[config.mk]
export PLATFORM = sky130hd
export DESIGN_NAME = iir_stream_ctrl
export DESIGN_NICKNAME = d
export VERILOG_FILES = /design/src/rtl/iir_stream_ctrl.sv
export SDC_FILE = /design/constraint.sdc
export NUM_CORES = 1
export LEC_CHECK = 0
export CORE_MARGIN = 10
export CORE_UTILIZATION = 40
export CTS_BUF_LIST = sky130_fd_sc_hd__clkbuf_8
export DETAILED_ROUTE_END_ITERATION = 6
export PLACE_DENSITY = 0.64
export SYNTH_ARGS = -nofsm -noshare
export SYNTH_HDL_FRONTEND = slang
export SYNTH_SLANG_ARGS = --single-unit
[constraint.sdc]
create_clock -name clk -period 2.5 [get_ports clk]
set_input_delay 0.625 -clock clk [delete_from_list [all_inputs] [get_ports clk]]
set_output_delay 0.625 -clock clk [all_outputs]
set_load 0.05 [all_outputs]
[src/rtl/iir_stream_ctrl.sv]
`default_nettype none
// ============================================================================
//  Module   : iir_stream_ctrl
//  Purpose  : Run controller for a streaming IIR filter. It discards the
//             settling transient, then captures NUM_SAMPLES SOS outputs into a
//             valid/ready output register.
//  Options  : IIR_CTRL_SKID_EN adds a one-entry skid buffer behind data_out.
//  Revision : 1.0 - initial release
// ============================================================================
module iir_stream_ctrl #(
    parameter int DATA_W        = 16,
    parameter int ADDR_W        = 11,
    parameter int NUM_SAMPLES   = 2048,
    parameter int SETTLE_CYCLES = 237
) (
    input  logic              clk,
    input  logic              rst_n,
    input  logic              start,
    input  logic              abort,
    input  logic              data_in_valid,
    input  logic              sos_out_valid,
    input  logic [DATA_W-1:0] sos_out_data,
    input  logic              data_out_ready,
    output logic              busy,
    output logic [DATA_W-1:0] data_out,
    output logic [ADDR_W-1:0] addr,
    output logic              data_out_valid,
    output logic              stable_out,
    output logic              filter_done,
    output logic              overrun
);

    localparam int CNT_W = ADDR_W + 1;
    localparam int SET_W = (SETTLE_CYCLES > 0) ? $clog2(SETTLE_CYCLES + 1) : 1;
    localparam logic [CNT_W-1:0] CNT_ONE     = CNT_W'(1);
    localparam logic [CNT_W-1:0] SAMPLE_LAST = CNT_W'(NUM_SAMPLES - 1);
    localparam logic [SET_W-1:0] SET_ONE     = SET_W'(1);
    localparam logic [SET_W-1:0] SETTLE_MAX  = SET_W'(SETTLE_CYCLES);
    localparam logic [SET_W-1:0] SETTLE_LAST = SET_W'((SETTLE_CYCLES > 0) ? SETTLE_CYCLES - 1 : 0);
    localparam bit               NO_SETTLE   = (SETTLE_CYCLES == 0);

    typedef enum logic [2:0] {
        S_IDLE       = 3'd0,
        S_WAIT_FIRST = 3'd1,
        S_SETTLE     = 3'd2,
        S_RUN        = 3'd3,
        S_DRAIN      = 3'd4
    } state_t;

    state_t              state_q,      state_d;
    logic [CNT_W-1:0]    sample_cnt_q, sample_cnt_d;
    logic [SET_W-1:0]    settle_cnt_q, settle_cnt_d;
    logic [DATA_W-1:0]   data_q,       data_d;
    logic [ADDR_W-1:0]   addr_q,       addr_d;
    logic                valid_q,      valid_d;
    logic                stable_q,     stable_d;
    logic                done_q,       done_d;
    logic                overrun_q,    overrun_d;
`ifdef IIR_CTRL_SKID_EN
    logic                skid_valid_q, skid_valid_d;
    logic [DATA_W-1:0]   skid_data_q,  skid_data_d;
    logic [ADDR_W-1:0]   skid_addr_q,  skid_addr_d;
`endif

    logic w_handshake;
    logic w_accept;
    logic w_empty_next;

    always_comb begin
        state_d      = state_q;
        sample_cnt_d = sample_cnt_q;
        settle_cnt_d = settle_cnt_q;
        data_d       = data_q;
        addr_d       = addr_q;
        valid_d      = valid_q;
        stable_d     = stable_q;
        done_d       = 1'b0;
        overrun_d    = overrun_q;
        w_accept     = 1'b0;
        w_handshake  = valid_q && data_out_ready;
`ifdef IIR_CTRL_SKID_EN
        skid_valid_d = skid_valid_q;
        skid_data_d  = skid_data_q;
        skid_addr_d  = skid_addr_q;
        w_empty_next = !skid_valid_q && (!valid_q || w_handshake);
`else
        w_empty_next = !valid_q || w_handshake;
`endif

        if (w_handshake) begin
            valid_d = 1'b0;
        end
`ifdef IIR_CTRL_SKID_EN
        // The skid entry always refills data_out first so sample order is kept.
        if (w_handshake && skid_valid_q) begin
            data_d       = skid_data_q;
            addr_d       = skid_addr_q;
            valid_d      = 1'b1;
            skid_valid_d = 1'b0;
        end
`endif

        case (state_q)
            S_IDLE: begin
                if (start && !abort) begin
                    state_d      = S_WAIT_FIRST;
                    sample_cnt_d = '0;
                    settle_cnt_d = '0;
                    stable_d     = 1'b0;
                    overrun_d    = 1'b0;
                end
            end
            S_WAIT_FIRST: begin
                if (data_in_valid) begin
                    if (NO_SETTLE) begin
                        state_d  = S_RUN;
                        stable_d = 1'b1;
                    end else begin
                        state_d = S_SETTLE;
                    end
                end
            end
            S_SETTLE: begin
                if (sos_out_valid) begin
                    if (settle_cnt_q == SETTLE_LAST) begin
                        state_d      = S_RUN;
                        stable_d     = 1'b1;
                        settle_cnt_d = SETTLE_MAX;
                    end else begin
                        settle_cnt_d = settle_cnt_q + SET_ONE;
                    end
                end
            end
            S_RUN: begin
                if (sos_out_valid) begin
`ifdef IIR_CTRL_SKID_EN
                    if (!valid_q || w_handshake) begin
                        w_accept = 1'b1;
                        if (skid_valid_q) begin
                            skid_valid_d = 1'b1;
                            skid_data_d  = sos_out_data;
                            skid_addr_d  = sample_cnt_q[ADDR_W-1:0];
                        end else begin
                            data_d  = sos_out_data;
                            addr_d  = sample_cnt_q[ADDR_W-1:0];
                            valid_d = 1'b1;
                        end
                    end else if (!skid_valid_q) begin
                        w_accept     = 1'b1;
                        skid_valid_d = 1'b1;
                        skid_data_d  = sos_out_data;
                        skid_addr_d  = sample_cnt_q[ADDR_W-1:0];
                    end else begin
                        overrun_d = 1'b1;
                    end
`else
                    if (!valid_q || w_handshake) begin
                        w_accept = 1'b1;
                        data_d   = sos_out_data;
                        addr_d   = sample_cnt_q[ADDR_W-1:0];
                        valid_d  = 1'b1;
                    end else begin
                        overrun_d = 1'b1;
                    end
`endif
                    if (w_accept) begin
                        sample_cnt_d = sample_cnt_q + CNT_ONE;
                        if (sample_cnt_q == SAMPLE_LAST) begin
                            state_d = S_DRAIN;
                        end
                    end
                end
            end
            S_DRAIN: begin
                if (w_empty_next) begin
                    state_d  = S_IDLE;
                    done_d   = 1'b1;
                    stable_d = 1'b0;
                end
            end
            default: begin
                state_d = S_IDLE;
            end
        endcase

        // Abort wins over everything and drops any pending output.
        if (abort && (state_q != S_IDLE)) begin
            state_d  = S_IDLE;
            valid_d  = 1'b0;
            stable_d = 1'b0;
            done_d   = 1'b0;
`ifdef IIR_CTRL_SKID_EN
            skid_valid_d = 1'b0;
`endif
        end
    end

    always_ff @(posedge clk or negedge rst_n) begin
        if (!rst_n) begin
            state_q      <= S_IDLE;
            sample_cnt_q <= '0;
            settle_cnt_q <= '0;
            data_q       <= '0;
            addr_q       <= '0;
            valid_q      <= 1'b0;
            stable_q     <= 1'b0;
            done_q       <= 1'b0;
            overrun_q    <= 1'b0;
`ifdef IIR_CTRL_SKID_EN
            skid_valid_q <= 1'b0;
            skid_data_q  <= '0;
            skid_addr_q  <= '0;
`endif
        end else begin
            state_q      <= state_d;
            sample_cnt_q <= sample_cnt_d;
            settle_cnt_q <= settle_cnt_d;
            data_q       <= data_d;
            addr_q       <= addr_d;
            valid_q      <= valid_d;
            stable_q     <= stable_d;
            done_q       <= done_d;
            overrun_q    <= overrun_d;
`ifdef IIR_CTRL_SKID_EN
            skid_valid_q <= skid_valid_d;
            skid_data_q  <= skid_data_d;
            skid_addr_q  <= skid_addr_d;
`endif
        end
    end

    assign busy           = (state_q != S_IDLE);
    assign data_out       = data_q;
    assign addr           = addr_q;
    assign data_out_valid = valid_q;
    assign stable_out     = stable_q;
    assign filter_done    = done_q;
    assign overrun        = overrun_q;

endmodule
`default_nettype wire

# Yosys cells after proc, flatten, opt, wreduce, memory -nomap -nowiden
# Index checks and enable logic that the tools add are counted.
[totals] register_bits=54 in_bits=23 out_inout_bits=32 elab_cells=84
[op_classes] add_sub_neg=2 n_eq_ne=19 muxes=37 n_reduce_logical=17
[op_table] cell="$mux 12" n=3
[op_table] cell="$mux 3" n=9
[op_table] cell="$mux 8" n=3
[op_table] cell="$ne 3x3->1 const B" n=8
[op_table] cell="$pmux 12 s2" n=1
[op_table] cell="$mux 1" n=17
[op_table] cell="$pmux 8 s2" n=1
[op_table] cell="$pmux 3 s5" n=1
[op_table] cell="$add 12x1->12 const B" n=1
[op_table] cell="$eq 12x11->1 const B" n=1
[op_table] cell="$ne 2x2->1 const B" n=5
[op_table] cell="$add 8x1->8 const B" n=1
[op_table] cell="$eq 8x8->1 const B" n=1
[op_table] cell="$reduce_and 4->1" n=2
[op_table] cell="$reduce_and 8->1" n=1
[op_table] cell="$eq 3x2->1 const B" n=2
[op_table] cell="$reduce_and 3->1" n=2
[op_table] cell="$reduce_and 5->1" n=1
[op_table] cell="$reduce_bool 2->1" n=2
[op_table] cell="$reduce_bool 4->1" n=1
[op_table] cell="$eq 3x1->1 const B" n=1
[op_table] cell="$eq 3x3->1 const B" n=1
[op_table] cell="$logic_and 1x1->1" n=3
[op_table] cell="$logic_not 3->1" n=1
[op_table] cell="5 further kinds" n=6

# Logic depth before layout (Yosys ltp)
# Gate-level depths: netlist of the first run.
[depth] depth_word=9 depth_mapped=7 ltp_nobuf=6

# Least setup slack after synthesis of the first run
# OpenSTA, ideal clock, no wires.
[synth_path] path_type="input -> register" startpoint="in abort" endpoint="reg sample_cnt_q[10]" setup_time_ns=0.078 arrival_ns=2.362 required_time_ns=2.422 path_slack_ns=0.060 stages=6 n_path_buf=2 cell_sequence="buf_6 -> or4b_4 -> a221o_1 -> buf_6 -> or4_1 -> a21oi_1"
[synth_via] elab_chain_cells=4
[synth_rtl] element="start: declaration" line="19" source="input logic abort,"
[synth_rtl] element="$logic_not 1->1" line="105" source="if (start && !abort) begin"
[synth_rtl] element="$logic_and 1x1->1" line="105"
[synth_rtl] element="$ne 2x2->1 (no line)"
[synth_rtl] element="$reduce_and 4->1 (no line)"
[synth_rtl] element="end signal: assignment" line="216" source="sample_cnt_q <= sample_cnt_d;"
[synth_rtl] element="end: declaration" line="51" source="logic [CNT_W-1:0] sample_cnt_q, sample_cnt_d;"
# No other way between the ends.
# A chain may end at the register's enable or synchronous reset.

# Worst setup path after layout of the first run
[layout_path] startpoint="in abort" endpoint="reg sample_cnt_q[5]"
# Same word-level chain as after synthesis.

==> metrics.md, run 1 <==
| Metric | Value |
|---|---|
| Max incr delay on CP | 0.53 ns |
| Syn_nets | 253 |
| Relative slew slack | 64.2% |
| Avg Cell Area, Syn | 11.2 um2 |
| Area Overhead vs Synth | 34.6% |
| Post-Syn Area | 2550 um2 |
| Max frequency | 0.405 GHz |
| Post-synth EDFFs | 0 |
| Net total in the final layout | 320 |
| Final worst-path cycle share | 98.7% |
| Initial antenna violation count | 0 |
| Predominant post-synthesis flop cell | dfrtp_1 |
| DRT iter0 DRCs | 66 |
| Min cycle time layout | 2.47 ns |
| Design area | 3440 um2 |
| Most frequent cells in the layout | dfrtp_1 (54), clkdlybuf4s50_1 (51), mux2_2 (28) |
| Hold Crit Class | input port to async pin |
| Hold WS | 0.278 ns |
| Drt total wl | 5910 um |
| Residual DRC | 0 |
| Worst EP arrival | 2.71 ns |
| Clock Latency Late Sink | 0.31 ns |
| Status | finished, final reports clean |
| Hold Violations, Final | 0 |
| WP data required | 2.75 ns |
| Post-DRT Antenna Nets | 0 |
| Avg WL per Cell | 15.9 um |
| Top cell type's share of synthesized area | 52.9% |
| Share of synthesized flip-flops with an asynchronous set or reset | 100% |
| Commonest non-fill, non-tap cell in the layout | dfrtp_1 |
| Layout cell share with drive strength beyond 1 | 22.0% |
| Drt via density | 5.45 |
| Setup_tns | 0 ns |
| Max_cap viols | 0 |
| Max-slew violation count | 0 |
| Post-Syn Instances | 227 |
| Finished Core Util | 54.8% |
| CP Launch Point | abort |
| Worst path slowest cell | or4_4 |
| Number of global-route vias before repair | 1,942 |
| Placed insts | 362 |
| IO Count | 55 |
| Crit Path Class | input port to flop |
| Endpoint class of the critical path | flop |
| Maximum vdd drop | 604 uV |
| Clock root cell | clkbuf_8 |
| Clock sink total | 54 |
| Reg2reg start | state_q[0] |
| First-pass GRT wire length | 9770 um |
| Post-DP Area | 3270 um2 |
| Startpoint types | input port |
| Ys Warns | 0 |
| Clk pin slew, worst setup/hold paths | 0.10 ns |
| Netlist cell types | 47 |
| Gpl congestion | 0.799 |
| H-tree depth | 2 |
| Slew @ Worst Pin | 0.535 ns |
| IO Port Bufs | 54 |
| Row cnt | 29 |
| Num CTS Buffers | 5 |
| Area of the core | 6280 um2 |
| Die width | 99.9 um |
| Worst path cell trace | clkdlybuf4s50_1 -> or4b_4 -> a221o_2 -> or4_4 -> a21oi_1 |
| GRT Resource Usage Total | 11.8% |
| GR Overflow Total | 0 |
| LEAKAGE | 1.50 nW |
| Clock skew after layout | 0.0104 ns |
| DP HPWL | 4260 um |
| N_diodes | 0 |
| Vias after detailed routing | 2,028 |
| Die height | 99.9 um |
| Finished Layout Cells | 372 |
| #FFs+latches synth | 54 |
| Die area | 9980 um2 |
| Cell accounting for the most synthesized area | dfrtp_1 |
| Largest net degree at the start of global routing | 30 |
| Pwr dens | 1050 nW/um2 |
| Hold-fix buffers, CTS | 0 |
| Crit Path Max Fanout | 6 |
| Initial cell density of the core | 40.7% |
| Post-synthesis sequential area ratio | 52.9% |
| Final setup fails | 0 |
| CTS tree | built |
| Pre-Repair DR Iteration Count | 4 |
| Max clock buf depth | 2 |
| Top cells by area, synth | dfrtp_1 (53%), mux2_2 (12%), a21oi_1 (3.3%), nand2_1 (2.4%), nand3_1 (2.2%) |
routing by layer:
metal / GRT usage [%] / wire length [um]
met3: 4.81 / 436
met1: 14.6 / 2550
met2: 17.8 / 2830
met5: 0 / 0
met4: 4.63 / 89
what timing repair did:
| item | in CTS | in global routing |
|---|---|---|
| endpoints found under the setup margin | 10 | 9 |
| cloned | 0 | 1 |
| resized for setup | 2 | 7 |
| pin swaps | 1 | 4 |
| setup buffers | 0 | 1 |
report_power, final:
part / internal, mW / total, mW / leakage (nW) / switching, mW
sequential: 1.09 / 1.23 / 0.717 / 0.140
clock: 0.330 / 0.627 / 0.0618 / 0.297
combinational: 0.680 / 1.77 / 0.726 / 1.09
worst paths after layout:
kind	slack, ns	cells after the start	end
worst max-delay path	0.03	5	sample_cnt_q[5]
min in group clk	0.51	2	overrun
max in group asynchronous	1.61	2	addr[4]
worst min-delay path	0.28	1	addr[10]
worst min register to register	0.51	2	overrun
worst max register to register	0.31	4	sample_cnt_q[5]
kinds of logic after synthesis:
group           count (synthesis)  share of synthesized area (%)
compound gates                 47                           12.0
mux                            28                           12.3
flops                          54                           52.9
fa+ha+maj                       3                           1.47
buf+inv                        18                           3.28
xor+xnor                        1                          0.343
simple gates                   76                           17.7
through the flow:
| stage | setup slack (ns) | power (mW) |
|---|---|---|
| after floorplan | 0.0601 | 2.38 |
| after global placement | -0.353 | 2.99 |
| after detailed placement | -0.375 | 3.02 |
| after CTS | 0.0194 | 3.65 |
| after global routing | -0.00796 | 3.82 |
| final | 0.0335 | 3.63 |
critical path: cells and delay by family:
family / cells / cell delay, ns
buffers and inverters: 1 / 0.42
AND/OR/NAND/NOR: 2 / 1.04
AO/OA/AOI/OAI: 2 / 0.63
flip-flops by register name (all words and copies together), names as in the netlist:
| signal | count |
|---|---|
| sample_cnt_q | 12 |
| filter_done | 1 |
| addr | 11 |
| data_out | 16 |
| settle_cnt_q | 8 |
| overrun | 1 |
| state_q | 3 |
| data_out_valid | 1 |
| stable_out | 1 |
cells in the mapped netlist, types with 6 or more instances:
master    instances
a21oi_1          17
nand2_1          16
mux2_2           28
nor2_1            6
o21ai_0           9
clkbuf_1          8
o31ai_1           6
nand3_1          11
or4_1             7
dfrtp_1          54
inv_1             6
or3_1             8
layout make-up:
class                           count  area (um2)
Fill cell                         545        2840
Sequential cell                    54        1350
Multi-Input combinational cell    156        1150
Timing Repair Buffer               71         693
Tap cell                           77        96.3
Clock buffer                        6        82.6
Clock inverter                      2        38.8
Inverter                            6        22.5
Power figures use the tool's default switching activity.
==> inputs of run 2 (changes only) <==
--- a/config.mk
+++ b/config.mk
@@ -5,7 +5,7 @@
 export SDC_FILE = /design/constraint.sdc
 export NUM_CORES = 1
 export LEC_CHECK = 0
-export CORE_MARGIN = 10
+export CORE_MARGIN = 2
 export CORE_UTILIZATION = 40
 export CTS_BUF_LIST = sky130_fd_sc_hd__clkbuf_8
 export DETAILED_ROUTE_END_ITERATION = 6
==> metrics.md, run 2 (synthesis results as in run 1) <==
| Metric | Value |
|---|---|
| Max-slew violation count | 0 |
| Crit Path Max Fanout | 8 |
| WP data required | 2.75 ns |
| Max_cap viols | 0 |
| Hold Violations, Final | 0 |
| Net total in the final layout | 319 |
| Clock skew after layout | 0.00496 ns |
| Internal | 2.06 mW |
| LEAKAGE | 1.50 nW |
| Area Overhead vs Synth | 34.6% |
| Worst path slowest cell | or4b_4 |
| Clock sink total | 54 |
| IO Port Bufs | 54 |
| Finished Core Util | 54.8% |
| Drt via density | 5.51 |
| Drt total wl | 5600 um |
| Max frequency | 0.406 GHz |
| Max incr delay on CP | 0.50 ns |
| Area of the core | 6280 um2 |
| Clock Latency Late Sink | 0.30 ns |
| N_diodes | 0 |
| Min cycle time layout | 2.46 ns |
| Status | finished, final reports clean |
| Startpoint types | input port |
| Residual DRC | 0 |
| R2R cell count | 5 |
| Commonest non-fill, non-tap cell in the layout | dfrtp_1 |
| Clk pin slew, worst setup/hold paths | 0.10 ns |
| Gpl congestion | 0.839 |
| DRT iter0 DRCs | 118 |
| Initial cell density of the core | 40.7% |
| H-tree depth | 2 |
| GRT Resource Usage Total | 16.1% |
| Slew @ Worst Pin | 0.534 ns |
| Num CTS Buffers | 5 |
| Endpoint class of the critical path | flop |
| Combinational Power Share | 49.2% |
| Post-DP Area | 3260 um2 |
| Final worst-path cycle share | 98.4% |
| Hold-fix buffers, CTS | 0 |
| Worst EP arrival | 2.71 ns |
| Die height | 83.9 um |
| Reg2reg start | state_q[0] |
| Final setup fails | 0 |
| Largest net degree at the start of global routing | 45 |
| Post-DRT Antenna Nets | 0 |
| Overall power | 3.57 mW |
| Max clock buf depth | 2 |
| Crit Path Class | input port to flop |
| Number of global-route vias before repair | 1,937 |
| Maximum vdd drop | 714 uV |
| Avg WL per Cell | 15.1 um |
| Pwr dens | 1040 nW/um2 |
| Die area | 7040 um2 |
| Worst path cell trace | clkdlybuf4s50_1 -> or4b_4 -> a221o_2 -> buf_6 -> or3_1 -> a21oi_2 |
| Vias after detailed routing | 2,037 |
| Worst R2R End | sample_cnt_q[3] |
| Most frequent cells in the layout | dfrtp_1 (54), clkdlybuf4s50_1 (51), mux2_2 (28) |
| GR Overflow Total | 0 |
| Die width | 83.9 um |
| Layout cell share with drive strength beyond 1 | 22.9% |
| Clock root cell | clkbuf_8 |
| CTS tree | built |
| Switch share | 42.2% |
| Initial antenna violation count | 0 |
| Pre-Repair DR Iteration Count | 4 |
| Design area | 3440 um2 |
| Sequential share of power | 34.4% |
| DP HPWL | 3710 um |
| Clock network power share | 16.4% |
| Max FFs per register | 16 |
| Switching component of the power | 1.51 mW |
| Filler cell count | 567 |
| IO Count | 55 |
| Relative slew slack | 64.3% |
| R2R setup slack | 0.33 ns |
| Row cnt | 29 |
| Hold Crit Class | input port to async pin |
| First-pass GRT wire length | 9170 um |
## run 2: per-stage QoR
| stage | std cells | hold slack, ns | TNS, ns | setup WS (ns) |
|---|---|---|---|---|
| 2_1_floorplan | 227 | 0.329 | 0 | 0.0601 |
| 3_5_place_dp | 360 | 0.495 | -3.95 | -0.427 |
| 3_3_place_gp | 360 | 0.486 | -3.54 | -0.377 |
| 5_1_grt | 370 | 0.175 | -0.0231 | -0.0231 |
| 6_report | 370 | 0.180 | 0 | 0.0398 |
| 4_1_cts | 368 | 0.176 | 0 | 0.00577 |
## run 2: power groups by stage
stage / sequential, mW / clock, mW / combinational (mW)
detailed placement: 1.25 / 0 / 1.73
CTS: 1.23 / 0.612 / 1.73
floorplan: 1.85 / 0 / 0.534
global placement: 1.24 / 0 / 1.72
finish: 1.23 / 0.585 / 1.76
global route: 1.26 / 0.634 / 1.86
## run 2: worst max-delay path by stage
| stage | start | slack, ns | depth (start not counted) | endpoint |
|---|---|---|---|---|
| floorplan | abort | 0.06 | 6 | sample_cnt_q[10] |
| global placement | start | -0.38 | 6 | sample_cnt_q[3] |
| detailed placement | start | -0.43 | 5 | sample_cnt_q[5] |
| CTS | start | 0.006 | 5 | sample_cnt_q[5] |
| global route | abort | -0.02 | 6 | sample_cnt_q[3] |
| finish | abort | 0.04 | 6 | sample_cnt_q[3] |
## run 2: layout make-up
type	instances	area, um2	share of cell area, %
inverters	6	22.5	0.655
clock buffers	5	68.8	2.00
multi-input cells	156	1170	34.0
well taps	77	96.3	2.80
flip-flops and latches	54	1350	39.3
repair buffers	70	689	20.1
clock inverters	2	38.8	1.13
## run 2: metal layers
metal	part of all wire [%]	vias up	global-route usage (%)
met3	4.9	7	4.06
met2	49	57	25.6
li1	-	970	-
met4	2.0	0	5.28
met1	44	1003	21.6
met5	0	-	0
## run 2: critical path, delay by kind of cell
family | cells | cell delay [ns]
AO/OA/AOI/OAI | 2 | 0.64
buffers and inverters | 2 | 0.58
AND/OR/NAND/NOR | 2 | 0.86
## run 2: timing repair
item / CTS / global route
pin swaps: 1 / 5
setup buffers: 1 / 1
endpoints found under the setup margin: 8 / 8
gates resized for setup: 2 / 12
gates cloned: 0 / 1
==> inputs of run 3 (changes only) <==
--- a/config.mk
+++ b/config.mk
@@ -6,10 +6,10 @@
 export NUM_CORES = 1
 export LEC_CHECK = 0
 export CORE_MARGIN = 2
-export CORE_UTILIZATION = 40
+export CORE_UTILIZATION = 52
 export CTS_BUF_LIST = sky130_fd_sc_hd__clkbuf_8
 export DETAILED_ROUTE_END_ITERATION = 6
-export PLACE_DENSITY = 0.64
+export PLACE_DENSITY = 0.81
 export SYNTH_ARGS = -nofsm -noshare
 export SYNTH_HDL_FRONTEND = slang
 export SYNTH_SLANG_ARGS = --single-unit
==> metrics.md, run 3 (synthesis results as in run 1) <==
| Metric | Value |
|---|---|
| Largest net degree at the start of global routing | 30 |
| Max FFs per register | 16 |
| DRT iter0 DRCs | 157 |
| Max_cap viols | 0 |
| GR Overflow Total | 0 |
| Die width | 74.1 um |
| Switching component of the power | 1.52 mW |
| Switch share | 43.3% |
| CP Buf/Inv Count | 2 |
| Clk pin slew, worst setup/hold paths | 0.10 ns |
| Post-DRT Antenna Nets | 0 |
| Clock network power share | 15.0% |
| Pwr dens | 1030 nW/um2 |
| Most frequent cells in the layout | dfrtp_1 (54), clkdlybuf4s50_1 (50), mux2_2 (28) |
| IO Port Bufs | 54 |
| Crit Path Class | flop to output pin |
| Hold Violations, Final | 0 |
| Worst path slowest cell | dlygate4sd2_1 |
| Maximum vdd drop | 775 uV |
| RSZ-0062 raised after global routing | no |
| Endpoint class of the critical path | output pin |
| Row cnt | 25 |
| Overall power | 3.51 mW |
| IO Count | 55 |
| Slew @ Worst Pin | 0.665 ns |
| Worst EP arrival | 1.69 ns |
| Area Overhead vs Synth | 33.5% |
| Relative slew slack | 55.6% |
| Hold WS | 0.326 ns |
| Min cycle time layout | 2.32 ns |
| Max-slew violation count | 0 |
| Num CTS Buffers | 5 |
| Number of global-route vias before repair | 2,020 |
| Placed insts | 352 |
| Layout cell share with drive strength beyond 1 | 23.4% |
| Clock skew after layout | 0.00762 ns |
| DP HPWL | 3950 um |
| Clock sink total | 54 |
| Finished Layout Cells | 362 |
| First-pass GRT wire length | 9380 um |
| Hold-fix buffers, CTS | 0 |
| Clock root cell | clkbuf_8 |
| N_diodes | 0 |
| Internal | 1.99 mW |
| Pre-Repair DR Iteration Count | 5 |
| Initial antenna violation count | 0 |
| H-tree depth | 2 |
| Drt total wl | 5590 um |
| Die height | 74.1 um |
| Residual DRC | 0 |
| WP data required | 1.88 ns |
| Finished Core Util | 72.2% |
| Avg WL per Cell | 15.5 um |
| Hold Crit Class | input port to async pin |
| Max incr delay on CP | 0.43 ns |
| Die area | 5490 um2 |
| Status | finished, final reports clean |
| Largest delay share family, worst path | buffers and inverters |
| Sequential share of power | 35.0% |
| Clock Latency Late Sink | 0.31 ns |
| Area of the core | 4720 um2 |
| Final worst-path cycle share | 92.6% |
| Vias after detailed routing | 2,089 |
| Max frequency | 0.432 GHz |
| Final setup fails | 0 |
| Commonest non-fill, non-tap cell in the layout | dfrtp_1 |
| Initial cell density of the core | 54.1% |
| Combinational Power Share | 50.0% |
| Drt via density | 5.77 |
| Setup_tns | 0 ns |
| Crit Path Max Fanout | 11 |
| Gpl congestion | 0.899 |
| CTS tree | built |
| Net total in the final layout | 320 |
| LEAKAGE | 1.50 nW |
| GRT Resource Usage Total | 22.2% |
| Worst path cell trace | buf_4 -> or3_1 -> dlygate4sd2_1 |
| Startpoint types | flop |
| Max clock buf depth | 2 |
## run 3: timing repair
item,CTS,global route
pin swaps,1,9
endpoints found under the setup margin,9,7
gates resized for setup,2,12
gates cloned,1,0
setup buffers,1,0
## run 3: final timing paths
check / from / end / slack [ns] / depth (start not counted)
worst max register to register: state_q[1] / sample_cnt_q[7] / 0.33 / 4
worst max-delay path: state_q[0] / busy / 0.18 / 3
min in group clk: overrun / overrun / 0.51 / 2
worst min-delay path: rst_n / filter_done / 0.33 / 1
max in group asynchronous: rst_n / stable_out / 1.52 / 2
worst min register to register: overrun / overrun / 0.51 / 2
## run 3: layout make-up
class,instances,area (um2)
repair buffers,71,683
well taps,67,83.8
fillers,350,1310
flip-flops and latches,54,1350
inverters,6,22.5
multi-input cells,156,1170
clock buffers,6,82.6
clock inverters,2,16.3
## run 3: power by group through the flow
| stage | clock network [mW] | logic (mW) | registers (mW) |
|---|---|---|---|
| after detailed placement | 0 | 1.74 | 1.25 |
| after CTS | 0.535 | 1.76 | 1.23 |
| after floorplan | 0 | 0.534 | 1.85 |
| final | 0.526 | 1.76 | 1.23 |
| after global placement | 0 | 1.72 | 1.23 |
| after global routing | 0.572 | 1.86 | 1.26 |
## run 3: routing by layer
metal | routed length (um) | track usage [%]
met1 | 2520 | 29.6
met2 | 2810 | 35.7
met4 | 52 | 6.67
met3 | 215 | 6.23
met5 | 0 | 0
## run 3: metrics by stage
step	setup WS (ns)	cell area (um2)
after floorplan	0.0601	2550
after global placement	-0.366	3250
after detailed placement	-0.448	3250
after CTS	0.0121	3370
after global routing	0.133	3410
final	0.184	3410
